--- config.mk ---
export PLATFORM = sky130hd
export DESIGN_NAME = multi_clock_divider
export DESIGN_NICKNAME = d
export VERILOG_FILES = /design/src/rtl/multi_clock_divider.sv
export SDC_FILE = /design/constraint.sdc
export NUM_CORES = 1
export LEC_CHECK = 0
export ABC_CLOCK_PERIOD_IN_PS = 8100
export CORE_MARGIN = 4
export CORE_UTILIZATION = 50
export CTS_CLUSTER_DIAMETER = 150
export DETAILED_ROUTE_END_ITERATION = 12
export PLACE_DENSITY = 0.67
export SLEW_MARGIN = 20
export SYNTH_ARGS = -nofsm -noshare
export SYNTH_HDL_FRONTEND = slang
export SYNTH_SLANG_ARGS = --single-unit
--- constraint.sdc ---
create_clock -name clock -period 8.1 [get_ports clock]
set_input_delay 2.025 -clock clock [delete_from_list [all_inputs] [get_ports clock]]
set_output_delay 2.025 -clock clock [all_outputs]
set_load 0.05 [all_outputs]
--- src/rtl/multi_clock_divider.sv ---
// Multi-channel programmable clock divider: per-channel square output and
// one-cycle tick, with runtime divisor writes that only land on period boundaries.

module multi_clock_divider_ch #(
    parameter int               CNT_W = 32,
    parameter logic [CNT_W-1:0] INIT  = CNT_W'(2)
) (
    input  logic             clock,
    input  logic             reset,
    input  logic             en,
    input  logic             restart,
    input  logic             wr_hit,
    input  logic [CNT_W-1:0] wr_div,
    output logic             clk_out,
    output logic             tick
);
    localparam logic [CNT_W-1:0] TWO    = CNT_W'(2);
    localparam logic [CNT_W-1:0] INIT_C = (INIT < TWO) ? TWO : INIT;

    logic [CNT_W-1:0] act, pend, cnt;
    logic             pf;

    logic [CNT_W-1:0] new_div, src_div;
    logic [CNT_W-1:0] nxt_act, nxt_pend, nxt_cnt;
    logic             nxt_pf, nxt_clk, nxt_tick;
    logic             wrap, boundary;

    always_comb begin
        new_div  = (wr_div < TWO) ? TWO : wr_div;
        // A write landing on the same edge as a boundary is promoted directly.
        src_div  = wr_hit ? new_div : pend;
        wrap     = (cnt == act - CNT_W'(1));
        boundary = restart || !en || wrap;

        nxt_pend = src_div;
        nxt_pf   = pf || wr_hit;
        nxt_act  = act;
        if (boundary) begin
            nxt_pf = 1'b0;
            if (pf || wr_hit)
                nxt_act = src_div;
        end

        nxt_cnt  = boundary ? '0 : cnt + CNT_W'(1);
        nxt_clk  = (nxt_cnt >= nxt_act - (nxt_act >> 1));
        nxt_tick = en && !restart && wrap;
    end

    always_ff @(posedge clock) begin
        if (reset) begin
            act     <= INIT_C;
            pend    <= INIT_C;
            pf      <= 1'b0;
            cnt     <= '0;
            clk_out <= 1'b0;
            tick    <= 1'b0;
        end else begin
            act     <= nxt_act;
            pend    <= nxt_pend;
            pf      <= nxt_pf;
            cnt     <= nxt_cnt;
            clk_out <= nxt_clk;
            tick    <= nxt_tick;
        end
    end
endmodule

module multi_clock_divider #(
    parameter int                      NUM_CH   = 2,
    parameter int                      CNT_W    = 32,
    parameter logic [NUM_CH*CNT_W-1:0] DIV_INIT = {32'd100000000, 32'd10000000},
    localparam int                     CH_W     = (NUM_CH > 1) ? $clog2(NUM_CH) : 1
) (
    input  logic              clock,
    input  logic              reset,
    input  logic [NUM_CH-1:0] en,
    input  logic [NUM_CH-1:0] restart,
    input  logic              wr_en,
    input  logic [CH_W-1:0]   wr_ch,
    input  logic [CNT_W-1:0]  wr_div,
    output logic [NUM_CH-1:0] clk_out,
    output logic [NUM_CH-1:0] tick
);
    // Out-of-range wr_ch matches no channel, so such writes fall away naturally.
    for (genvar i = 0; i < NUM_CH; i++) begin : g_ch
        logic wr_hit;
        assign wr_hit = wr_en && (wr_ch == CH_W'(i));

        multi_clock_divider_ch #(
            .CNT_W (CNT_W),
            .INIT  (DIV_INIT[i*CNT_W +: CNT_W])
        ) u_ch (
            .clock   (clock),
            .reset   (reset),
            .en      (en[i]),
            .restart (restart[i]),
            .wr_hit  (wr_hit),
            .wr_div  (wr_div),
            .clk_out (clk_out[i]),
            .tick    (tick[i])
        );
    end
endmodule

# [Word level (Yosys, flattened, before mapping)]
# Index checks and enable logic that the tools add are counted.
[totals] latch_bits=0 regBits=198 mem_bits_ro=0 output_inout_bits=4 mem_count=0 mem_bits_rw=0 inputBits=40 word_cells=51
[op_classes] n_reduce_logical=18 n_mux=9 div_mod_pow=0 eq_ne=2 mul=0 order_cmp=3 bitwise=1 shifts=0 n_addsub=6
[ops] operator="$mux 32" n=9
[ops] operator="$add 32x1->32 const B" n=2
[ops] operator="$eq 32x32->1" n=2
[ops] operator="$ge 32x32->1" n=2
[ops] operator="$sub 32x1->32 const B" n=2
[ops] operator="$sub 32x31->32" n=2
[ops] operator="$lt 32x2->1 const B" n=1
[ops] operator="$logic_and 1x1->1" n=6
[ops] operator="$logic_or 1x1->1" n=6
[ops] operator="$logic_not 1->1" n=4
[ops] operator="$reduce_or 2->1" n=2
[ops] operator="$not 1->1" n=1

# [Longest topological paths before layout]
# Gate-level depths: netlist (run 1).
[logic_depth] ltp_word=7 depth_mapped=33 ltp_nobuf=31

# [Modules after synthesis]
# From an unflattened synthesis (run 1), not the netlist that was laid out.
[unflattened] cells_unflattened=2006 hier_area_um2=16711.0
[modules_own_cells] module="multi_clock_divider_ch at g_ch[1].u_ch" seq_area_each_um2=1981.9 area_per_inst_um2=8483.1 cells_per_inst=986 instances=1
[modules_own_cells] module="multi_clock_divider_ch at g_ch[0].u_ch" seq_area_each_um2=1981.9 area_per_inst_um2=8211.6 cells_per_inst=1018 instances=1
[modules_own_cells] module="multi_clock_divider" seq_area_each_um2=0.0 area_per_inst_um2=16.3 cells_per_inst=2 instances=1

# [Worst setup path before layout (run 1)]
# No wires, ideal clock.
[synth_timing] path_type="input to register" startpoint="in wr_en" endpoint="reg g_ch[0].u_ch.clk_out" required_time_ns=7.967 path_buffers=1 path_slack_ns=1.107 stages=20 t_arrival_ns=6.860 path_cell_list="nor2b_1 nor2_1 buf_1 nor3_2 or2_1 fa_1 a21o_1 a221oi_1 a221oi_1 a211oi_1 o2111a_1 o311ai_0 a21oi_1 xor2_1 ha_1 nand4_1 nor2_1 and3_1 a221oi_1 a31oi_1"
[synth_via] elab_chain_cells=6
[synth_lines] item="from (decl)" line="78" rtl="input logic wr_en,"
[synth_lines] item="$logic_and 1x1->1 (*)" line="87" rtl="assign wr_hit = wr_en && (wr_ch == CH_W'(i));"
[synth_lines] item="$mux 32 or $logic_or 1x1->1 (tied branches)" line="31, 40"
[synth_lines] item="$mux 32 (*)" line="40" rtl="if (pf || wr_hit)"
[synth_lines] item="$mux 32 (*)" line="38" rtl="if (boundary) begin"
[synth_lines] item="$sub 32x31->32 (*)" line="45" rtl="nxt_clk = (nxt_cnt >= nxt_act - (nxt_act >> 1));"
[synth_lines] item="$ge 32x32->1 (*)" line="45"
[synth_lines] item="to (signal assigned)" line="62" rtl="clk_out <= nxt_clk;"
[synth_lines] item="to (decl)" line="14" rtl="output logic clk_out,"
# Mark *: on every way between the ends. The rest lies on a longest branch, timed or not.
# A chain may end at the register's enable or synchronous reset.

# [Worst setup path after layout (run 1)]
[layout_timing] startpoint="reg g_ch[0].u_ch.act[7]" endpoint="reg g_ch[0].u_ch.clk_out"
[layout_via] elab_chain_cells=6
[layout_lines] item="from (decl)" line="20" rtl="logic [CNT_W-1:0] act, pend, cnt;"
[layout_lines] item="from (signal assigned)" line="58" rtl="act <= nxt_act;"
[layout_lines] item="$sub 32x1->32" line="32" rtl="wrap = (cnt == act - CNT_W'(1));"
[layout_lines] item="$eq 32x32->1" line="32"
[layout_lines] item="$logic_or 1x1->1" line="33" rtl="boundary = restart || !en || wrap;"
[layout_lines] item="$mux 32" line="38"
[layout_lines] item="via g_ch[0].u_ch.nxt_act[1]" line="24" rtl="logic [CNT_W-1:0] nxt_act, nxt_pend, nxt_cnt;"
[layout_lines] item="$sub 32x31->32" line="45"
[layout_lines] item="$ge 32x32->1" line="45"
# The timed path passes the listed nets, and every way through them passes these cells.

==> flow_summary.toml, run 1 <==
[floorplan]
die_y_um = 184
start_util_pct = 50.7
rows = 64
num_io_pins = 44
coreArea_um2 = 30700
dieArea_um2 = 34000
die_x_um = 184

[sta]
tightest_slew_ns = 1.03
hold_violations = 0
fin_skew_ns = 0.0122
rsz0062_at_grt = "false"
finalSetupViolCount = 0
fin_crit_sh_pct = 96.1
period_minus_slack_ns = 7.78
maxSlewViolCount = 0
slew_headroom_pct = 31.2
fin_ws_ns = 0.320
fmax_mhz = 129

[pwr]
powerDensity_nw_per_um2 = 163
comb_power_share_pct = 30.6
p_sw_share_pct = 34.2
p_switching_uw = 957
total_leakage_power_nw = 7.38
p_int_mw = 1.85
peakVddDrop_uv = 156
clkPwrFrac_pct = 32.4
pwr-share-seq_pct = 36.9
finalPower_mw = 2.80

[synth]
ys_warn_count = 0
synth-seq-cells = 198
syn_inst = 1987
synth_top_area_share_pct = 25.5
netlist_area_um2 = 15600
ys.flop_type = "dfxtp_1"
synth_area_leader_cell = "dfxtp_1"
synth_area_leaders = "dfxtp_1 25%, ha_1 10%, nor2_1 5.9%, xor2_1 5.4%, xnor2_1 5.1%"
synth_edf_count = 0
synth-async-reset-ratio_pct = 0
seq_area_frac_synth_pct = 25.5
syn_nets = 2159
yosys.cell_types.count = 79
postSynthAreaPerCell_um2 = 7.83

[global_routing]
track_usage_pct = 24.8
antenna_found_initial = 0
grt_max_degree = 66
grt_pass1_vias = 13400
grt_pass1_wl_mm = 68.3
grt_overflow_total = 0

[worst_setup_path]
critical-path-top-delay-family = "compound AO/OA/AOI/OAI gates"
critPathBufInv = 3
start_kind = "register"
required_ns = 8.48
end_kind = "register"
critPathSlowestCell = "or4_1"
crit_arrival_ns = 8.16
crit_path_max_incr_delay_ns = 0.69
path_max_fanout = 10
criticalPathCategory = "reg -> reg"

[clock_network]
htreeDepth = 4
cts_made_buffers = 17
clock_sinks = 198
cts_tree = "built"
cts_buffer_depth = 2
hold_buffers = 0
clock_latency_ns = 0.46
cts_root_buf = "clkbuf_16"
clkTransAtPathRegs_ns = 0.08

[worst_hold_path]
hold_class = "reg -> reg"

[run]
cap_violations = 0

[detailed_routing]
routed_wl_mm = 42.6
dr_total_vias = 14000
drcViolationCount = 0
dr.first_iter.drc_count = 795
postRouteAntennaNets = 0
routedWlPerCell_um = 17.5
viasPerCell = 5.76
firstDrtPassIters = 6

[cells_and_area]
diodes = 0
syn_to_final_growth_pct = 10.4
finalCoreUtilization_pct = 56.0
mostFrequentLayoutCells = "243 x nor2_1, 198 x dfxtp_1, 184 x nand2_1"
fillers = 2924
mostFrequentLayoutCell = "nor2_1"
drive_gt1_share_pct = 7.47
nNetsFinal = 2193
regArea_um2 = 3960
multi_input_area_um2 = 10900

[placed_design]
dp_slack_ns = -0.0441
port_buffers = 43
dp_hpwl_mm = 33.5
place_congestion = 0.970

[status]
status = "finished clean"
stage by stage:
stage / instances / hold slack [ns] / area [um^2] / TNS (ns)
detailed placement: 2393 / 0.457 / 16500 / -0.0441
global route: 2430 / 0.492 / 17200 / 0
floorplan: 1987 / 0.431 / 15600 / 0
finish: 2430 / 0.469 / 17200 / 0
CTS: 2425 / 0.470 / 17100 / 0
global placement: 2393 / 0.440 / 16500 / 0
power by group through the flow:
stage	sequential (mW)	combinational, mW	clock [mW]
floorplan	1.04	0.638	0
global placement	1.06	0.829	0
detailed placement	1.06	0.843	0
CTS	1.03	0.852	0.929
global route	1.04	0.964	0.966
finish	1.04	0.859	0.908
worst reg2reg max path: cells and delay by family (launching register included):
family                   cells  cell delay, ns
AO/OA/AOI/OAI               12            3.12
XOR/XNOR                     1            0.14
adder cells (fa/ha/maj)      3            0.88
buffers and inverters        3            0.45
flip-flops                   1            0.32
AND/OR/NAND/NOR             10            2.78
area by class of cell:
type                       count  area share, %
sequential                   198           23.1
clock buffer                  17           2.48
inverter                      95           2.08
tap                          396           2.88
multi-input combinational   1612           63.6
clock inverter                15           1.07
timing repair buffer          97           4.85
flip-flops by register name, summed over array words and instances (netlist names):
register / flops
g_ch.u_ch.cnt: 64
g_ch.u_ch.clk_out: 2
g_ch.u_ch.act: 64
g_ch.u_ch.tick: 2
g_ch.u_ch.pend: 64
g_ch.u_ch.pf: 2
logic make-up (layout without fill, tap and decap cells):
family / count (synthesis) / after routing / share of synthesized area, %
AOI/OAI and AO/OA: 329 / 329 / 14.1
and+or+nand+nor: 901 / 901 / 30.5
xor gates and xnor gates: 186 / 186 / 10.5
muxes: 64 / 64 / 4.13
buffers and inverters: 177 / 224 / 4.67
DFF: 198 / 198 / 25.5
adders and majority gates: 132 / 132 / 10.7
synthesized netlist by cell type (all sizes together) (41+ instances only):
master  instances
nor2          244
dfxtp         198
nand2         185
ha            130
nor3          130
a21oi         104
xor2           96
inv            95
xnor2          90
mux2i          62
clkbuf         56
o21ai          56
nand4          42
nand3          41
metal layers:
layer | vias up | share of wire [%] | global-route usage, %
met5 | - | 0 | 0
met2 | 326 | 46 | 41.5
li1 | 7067 | - | -
met4 | 0 | 3.1 | 8.64
met1 | 6509 | 47 | 33.0
met3 | 83 | 4.0 | 3.10
what timing repair did:
action,4_1_cts,5_1_grt
gates resized for setup,0,2
setup endpoints to repair,0,2
setup buffers,0,5
final timing paths:
kind	start	end	slack [ns]	depth (start not counted)
max	g_ch[0].u_ch.act[7]$_SDFF_PP1_	g_ch[0].u_ch.clk_out$_SDFF_PP0_	0.32	29
min	g_ch[1].u_ch.pend[31]$_SDFF_PP0_	g_ch[1].u_ch.pend[31]$_SDFF_PP0_	0.47	2
max reg2reg	g_ch[0].u_ch.act[7]$_SDFF_PP1_	g_ch[0].u_ch.clk_out$_SDFF_PP0_	0.32	29
min reg2reg	g_ch[1].u_ch.pend[31]$_SDFF_PP0_	g_ch[1].u_ch.pend[31]$_SDFF_PP0_	0.47	2
Power figures use the tool's default switching activity.
==> inputs of run 2 (changes only) <==
--- a/config.mk
+++ b/config.mk
@@ -7,4 +7,4 @@
 export LEC_CHECK = 0
-export ABC_CLOCK_PERIOD_IN_PS = 8100
-export CORE_MARGIN = 4
+export ABC_CLOCK_PERIOD_IN_PS = 8900
+export CORE_MARGIN = 2
 export CORE_UTILIZATION = 50
==> constraint.sdc (replaced) <==
create_clock -name clock -period 8.9 [get_ports clock]
set_input_delay 0.89 -clock clock [delete_from_list [all_inputs] [get_ports clock]]
set_output_delay 0.89 -clock clock [all_outputs]
set_load 0.05 [all_outputs]
==> flow_summary.toml, run 2 (synthesis results as in run 1) <==
[sta]
fin_tns_setup_ns = 0
tightest_slew_ns = 1.01
finalSetupViolCount = 0
maxSlewViolCount = 0
hold_violations = 0
fin_crit_sh_pct = 91.5
rsz0062_at_grt = "false"
hold_ws_ns = 0.476
slew_headroom_pct = 32.7
period_minus_slack_ns = 8.14
fin_skew_ns = 0.0151
fmax_mhz = 123

[cells_and_area]
syn_to_final_growth_pct = 8.42
diodes = 0
final_area_um2 = 16900
drive_gt1_share_pct = 5.71
fillers = 2939
reg.largest.list = "g_ch.u_ch.act x64, g_ch.u_ch.cnt x64, g_ch.u_ch.pend x64"
mostFrequentLayoutCell = "nor2_1"
mostFrequentLayoutCells = "243 x nor2_1, 198 x dfxtp_1, 184 x nand2_1"
finalCoreUtilization_pct = 55.1
nNetsFinal = 2158

[clock_network]
cts_tree = "built"
post_cts_resize_count = 0
clock_latency_ns = 0.45
htreeDepth = 4
clock_sinks = 198
cts_root_buf = "clkbuf_16"
cts_made_buffers = 17
hold_buffers = 0
cts_buffer_depth = 2
post-cts-setup-buffers = 0
clkTransAtPathRegs_ns = 0.08

[worst_setup_path]
crit_top_cell = "o21ai_0"
ff2ff_setup_slack_ns = 0.76
reg2reg_depth = 28
end_kind = "register"
critPathSlowestCell = "or4_1"
required_ns = 9.19
crit_path_max_incr_delay_ns = 0.75
reg2reg_to = "g_ch[0].u_ch.clk_out$_SDFF_PP0_"
criticalPathCategory = "reg -> reg"
crit_arrival_ns = 8.44
reg2reg_from = "g_ch[0].u_ch.act[4]$_SDFF_PP0_"
start_kind = "register"
path_max_fanout = 11

[worst_hold_path]
holdPathStages = 2
hold_class = "reg -> reg"
worstHoldStart = "g_ch[1].u_ch.pend[22]$_SDFF_PP1_"
hold_end = "g_ch[1].u_ch.pend[22]$_SDFF_PP1_"

[global_routing]
grt_max_degree = 86
grt_pass1_vias = 13300
antenna_found_initial = 0
track_usage_pct = 25.9
grt_overflow_total = 0
grt_pass1_wl_mm = 68.7

[detailed_routing]
dr_total_vias = 13900
postRouteAntennaNets = 0
routedWlPerCell_um = 17.6
viasPerCell = 5.81
dr.first_iter.drc_count = 864
firstDrtPassIters = 5
drcViolationCount = 0
routed_wl_mm = 42.2

[status]
status = "finished clean"

[floorplan]
num_io_pins = 44
start_util_pct = 50.9
die_x_um = 180
coreArea_um2 = 30600
die_y_um = 180
dieArea_um2 = 32500
rows = 64

[pwr]
total_leakage_power_nw = 7.18
powerDensity_nw_per_um2 = 147
finalPower_mw = 2.49
peakVddDrop_uv = 150

[placed_design]
place_congestion = 0.981
placed_area_um2 = 16300
port_buffers = 43
dp_hpwl_mm = 33.2

[run]
cap_violations = 0
## run 2: power by group
part / switching, mW / internal, mW
clock network: 0.380 / 0.402
registers: 0.0283 / 0.914
logic: 0.438 / 0.323
total: 0.846 / 1.64
## run 2: area by class of cell
| cell class | count | area [um^2] | area share (%) |
|---|---|---|---|
| clock buffers | 19 | 443 | 2.63 |
| inverters | 95 | 357 | 2.11 |
| multi-input cells | 1612 | 10900 | 64.7 |
| repair buffers | 62 | 571 | 3.38 |
| clock inverters | 12 | 130 | 0.771 |
| well taps | 396 | 495 | 2.94 |
| flip-flops and latches | 198 | 3960 | 23.5 |
## run 2: worst max path at each step
stage                                       to  cells after the start                           start  slack, ns
6_report       g_ch[0].u_ch.clk_out$_SDFF_PP0_                     28  g_ch[0].u_ch.act[4]$_SDFF_PP0_       0.76
2_1_floorplan  g_ch[0].u_ch.clk_out$_SDFF_PP0_                     29  g_ch[0].u_ch.act[4]$_SDFF_PP0_       1.94
4_1_cts        g_ch[0].u_ch.clk_out$_SDFF_PP0_                     28  g_ch[0].u_ch.act[4]$_SDFF_PP0_       0.75
3_3_place_gp   g_ch[0].u_ch.clk_out$_SDFF_PP0_                     26  g_ch[0].u_ch.act[4]$_SDFF_PP0_       0.97
5_1_grt        g_ch[1].u_ch.clk_out$_SDFF_PP0_                     29  g_ch[1].u_ch.act[2]$_SDFF_PP0_       0.07
3_5_place_dp   g_ch[0].u_ch.clk_out$_SDFF_PP0_                     28  g_ch[0].u_ch.act[4]$_SDFF_PP0_       0.78
## run 2: stage by stage
stage               cells  setup WS [ns]
floorplan            1987           1.94
global placement     2363          0.969
detailed placement   2363          0.777
CTS                  2394          0.747
global route         2394         0.0720
finish               2394          0.757
## run 2: critical path: cells and delay by family, from the launching register on
kind                     cells  cell delay, ns
XOR/XNOR                     1            0.18
buffers and inverters        1            0.05
adder cells (fa/ha/maj)      3            0.87
flip-flops                   1            0.41
AO/OA/AOI/OAI               14            3.89
AND/OR/NAND/NOR              9            2.57
## run 2: routing by layer
layer	wire length (um)	global-route usage, %
met3	1690	3.40
met2	19700	43.4
met5	0	0
met1	19400	33.9
met4	1340	10.0
==> inputs of run 3 (changes only) <==
Settings changed: CELL_PAD_IN_SITES_DETAIL_PLACEMENT set to 2, CELL_PAD_IN_SITES_GLOBAL_PLACEMENT set to 2, CORE_UTILIZATION 50 to 38, PLACE_DENSITY 0.67 to unset, PLACE_DENSITY_LB_ADDON set to 0.1, RECOVER_POWER set to 100.
==> flow_summary.toml, run 3 (synthesis results as in run 1) <==
[clock_network]
clock_sinks = 198
clkTransAtPathRegs_ns = 0.08
htreeDepth = 4
post-cts-setup-buffers = 0
hold_buffers = 0
cts_made_buffers = 17
clock_latency_ns = 0.49
post_cts_resize_count = 0
cts_tree = "built"
cts_root_buf = "clkbuf_16"
cts_buffer_depth = 2

[status]
status = "complete, but fails checks"
violations = "max-capacitance violations, max-slew violations"

[global_routing]
grt_pass1_wl_mm = 85.7
track_usage_pct = 25.9
grt_overflow_total = 0
grt_max_degree = 66
grt_pass1_vias = 15500
antenna_found_initial = 2

[detailed_routing]
drcViolationCount = 0
routed_wl_mm = 53.6
postRouteAntennaNets = 0
dr_total_vias = 14300
viasPerCell = 5.63
routedWlPerCell_um = 21.2
firstDrtPassIters = 5
dr.first_iter.drc_count = 599

[sta]
fin_tns_setup_ns = 0
hold_ws_ns = 0.469
fmax_mhz = 121
fin_crit_sh_pct = 93.0
maxSlewViolCount = 70
rsz0062_at_grt = "false"
finalSetupViolCount = 0
slew_headroom_pct = -65.8
hold_violations = 0
period_minus_slack_ns = 8.28
tightest_slew_ns = 2.49
fin_skew_ns = 0.0133

[pwr]
total_leakage_power_nw = 7.16
powerDensity_nw_per_um2 = 151
peakVddDrop_uv = 119

[worst_setup_path]
required_ns = 9.32
crit_path_max_incr_delay_ns = 0.78
start_kind = "register"
end_kind = "register"
crit_arrival_ns = 8.70
criticalPathCategory = "reg -> reg"
critPathSlowestCell = "or4_1"
worstPathCellList = "or4_1, or4_1, o31a_1, o21a_1, o31ai_2, a31oi_4, buf_4, nor3_1, nor2_1, ha_1, o21ai_0, a22oi_1, and4_1, a211oi_1, o2111a_1, o311ai_0, a21oi_1, xor2_1, ha_1, nand4_1, nor2_1, and3_1, o311ai_0, a31oi_1"
path_max_fanout = 21

[cells_and_area]
final_area_um2 = 16900
reg.largest.list = "g_ch.u_ch.act x64, g_ch.u_ch.cnt x64, g_ch.u_ch.pend x64"
finalCoreUtilization_pct = 41.5
final_cells = 2535
diodes = 0
mostFrequentLayoutCells = "243 x nor2_1, 198 x dfxtp_1, 185 x nand2_1"
nNetsFinal = 2162
fillers = 4753
drive_gt1_share_pct = 4.59
syn_to_final_growth_pct = 8.55
mostFrequentLayoutCell = "nor2_1"

[floorplan]
start_util_pct = 38.3
rows = 74
coreArea_um2 = 40600
dieArea_um2 = 42600
num_io_pins = 44
die_x_um = 206
die_y_um = 206

[placed_design]
place_congestion = 0.937
placed_area_um2 = 16500
port_buffers = 43
place_inst = 2503
dp_hpwl_mm = 42.7

[run]
cap_violations = 2

[worst_hold_path]
hold_class = "reg -> reg"
## run 3: worst paths after layout
path	start	endpoint	slack (ns)	depth (start not counted)
max	g_ch[0].u_ch.act[4]$_SDFF_PP0_	g_ch[0].u_ch.clk_out$_SDFF_PP0_	0.62	24
min	g_ch[1].u_ch.pend[31]$_SDFF_PP0_	g_ch[1].u_ch.pend[31]$_SDFF_PP0_	0.47	2
max reg2reg	g_ch[0].u_ch.act[4]$_SDFF_PP0_	g_ch[0].u_ch.clk_out$_SDFF_PP0_	0.62	24
min reg2reg	g_ch[1].u_ch.pend[31]$_SDFF_PP0_	g_ch[1].u_ch.pend[31]$_SDFF_PP0_	0.47	2
## run 3: layout make-up
type	count	area, um^2	area share [%]
Tap cell	532	666	3.94
Inverter	95	357	2.11
Clock buffer	17	425	2.52
Timing Repair Buffer	66	582	3.45
Multi-Input combinational cell	1612	10700	63.6
Sequential cell	198	3960	23.5
Clock inverter	15	156	0.926
## run 3: per-layer routing
layer  track usage, %  share of wire (%)  vias to the layer above
met1             32.0                 46                     7081
met2             46.5                 50                      120
met3             3.14                1.5                       73
met4             8.39                2.5                        0
li1                 -                  -                     6996
met5                0                  0                        -
## run 3: per-stage QoR
| stage | setup WS (ns) | total power [mW] |
|---|---|---|
| final | 0.623 | 2.55 |
| after global routing | 0.0444 | 2.71 |
| after CTS | 0.615 | 2.60 |
| after detailed placement | 0.686 | 1.77 |
| after global placement | 0.814 | 1.74 |
| after floorplan | 1.94 | 1.53 |
## run 3: critical path: cells and delay by family (launching register included)
kind,cells,cell delay [ns]
AO/OA/AOI/OAI,12,3.87
XOR/XNOR,1,0.10
adder cells (fa/ha/maj),2,0.71
buffers and inverters,1,0.37
flip-flops,1,0.42
AND/OR/NAND/NOR,8,2.74
## run 3: power by group
group	total (mW)	switching, mW	internal, mW	leakage, nW
registers	0.948	0.0338	0.914	1.61
logic	0.796	0.472	0.324	5.26
clock network	0.808	0.433	0.375	0.289
total	2.55	0.938	1.61	7.16
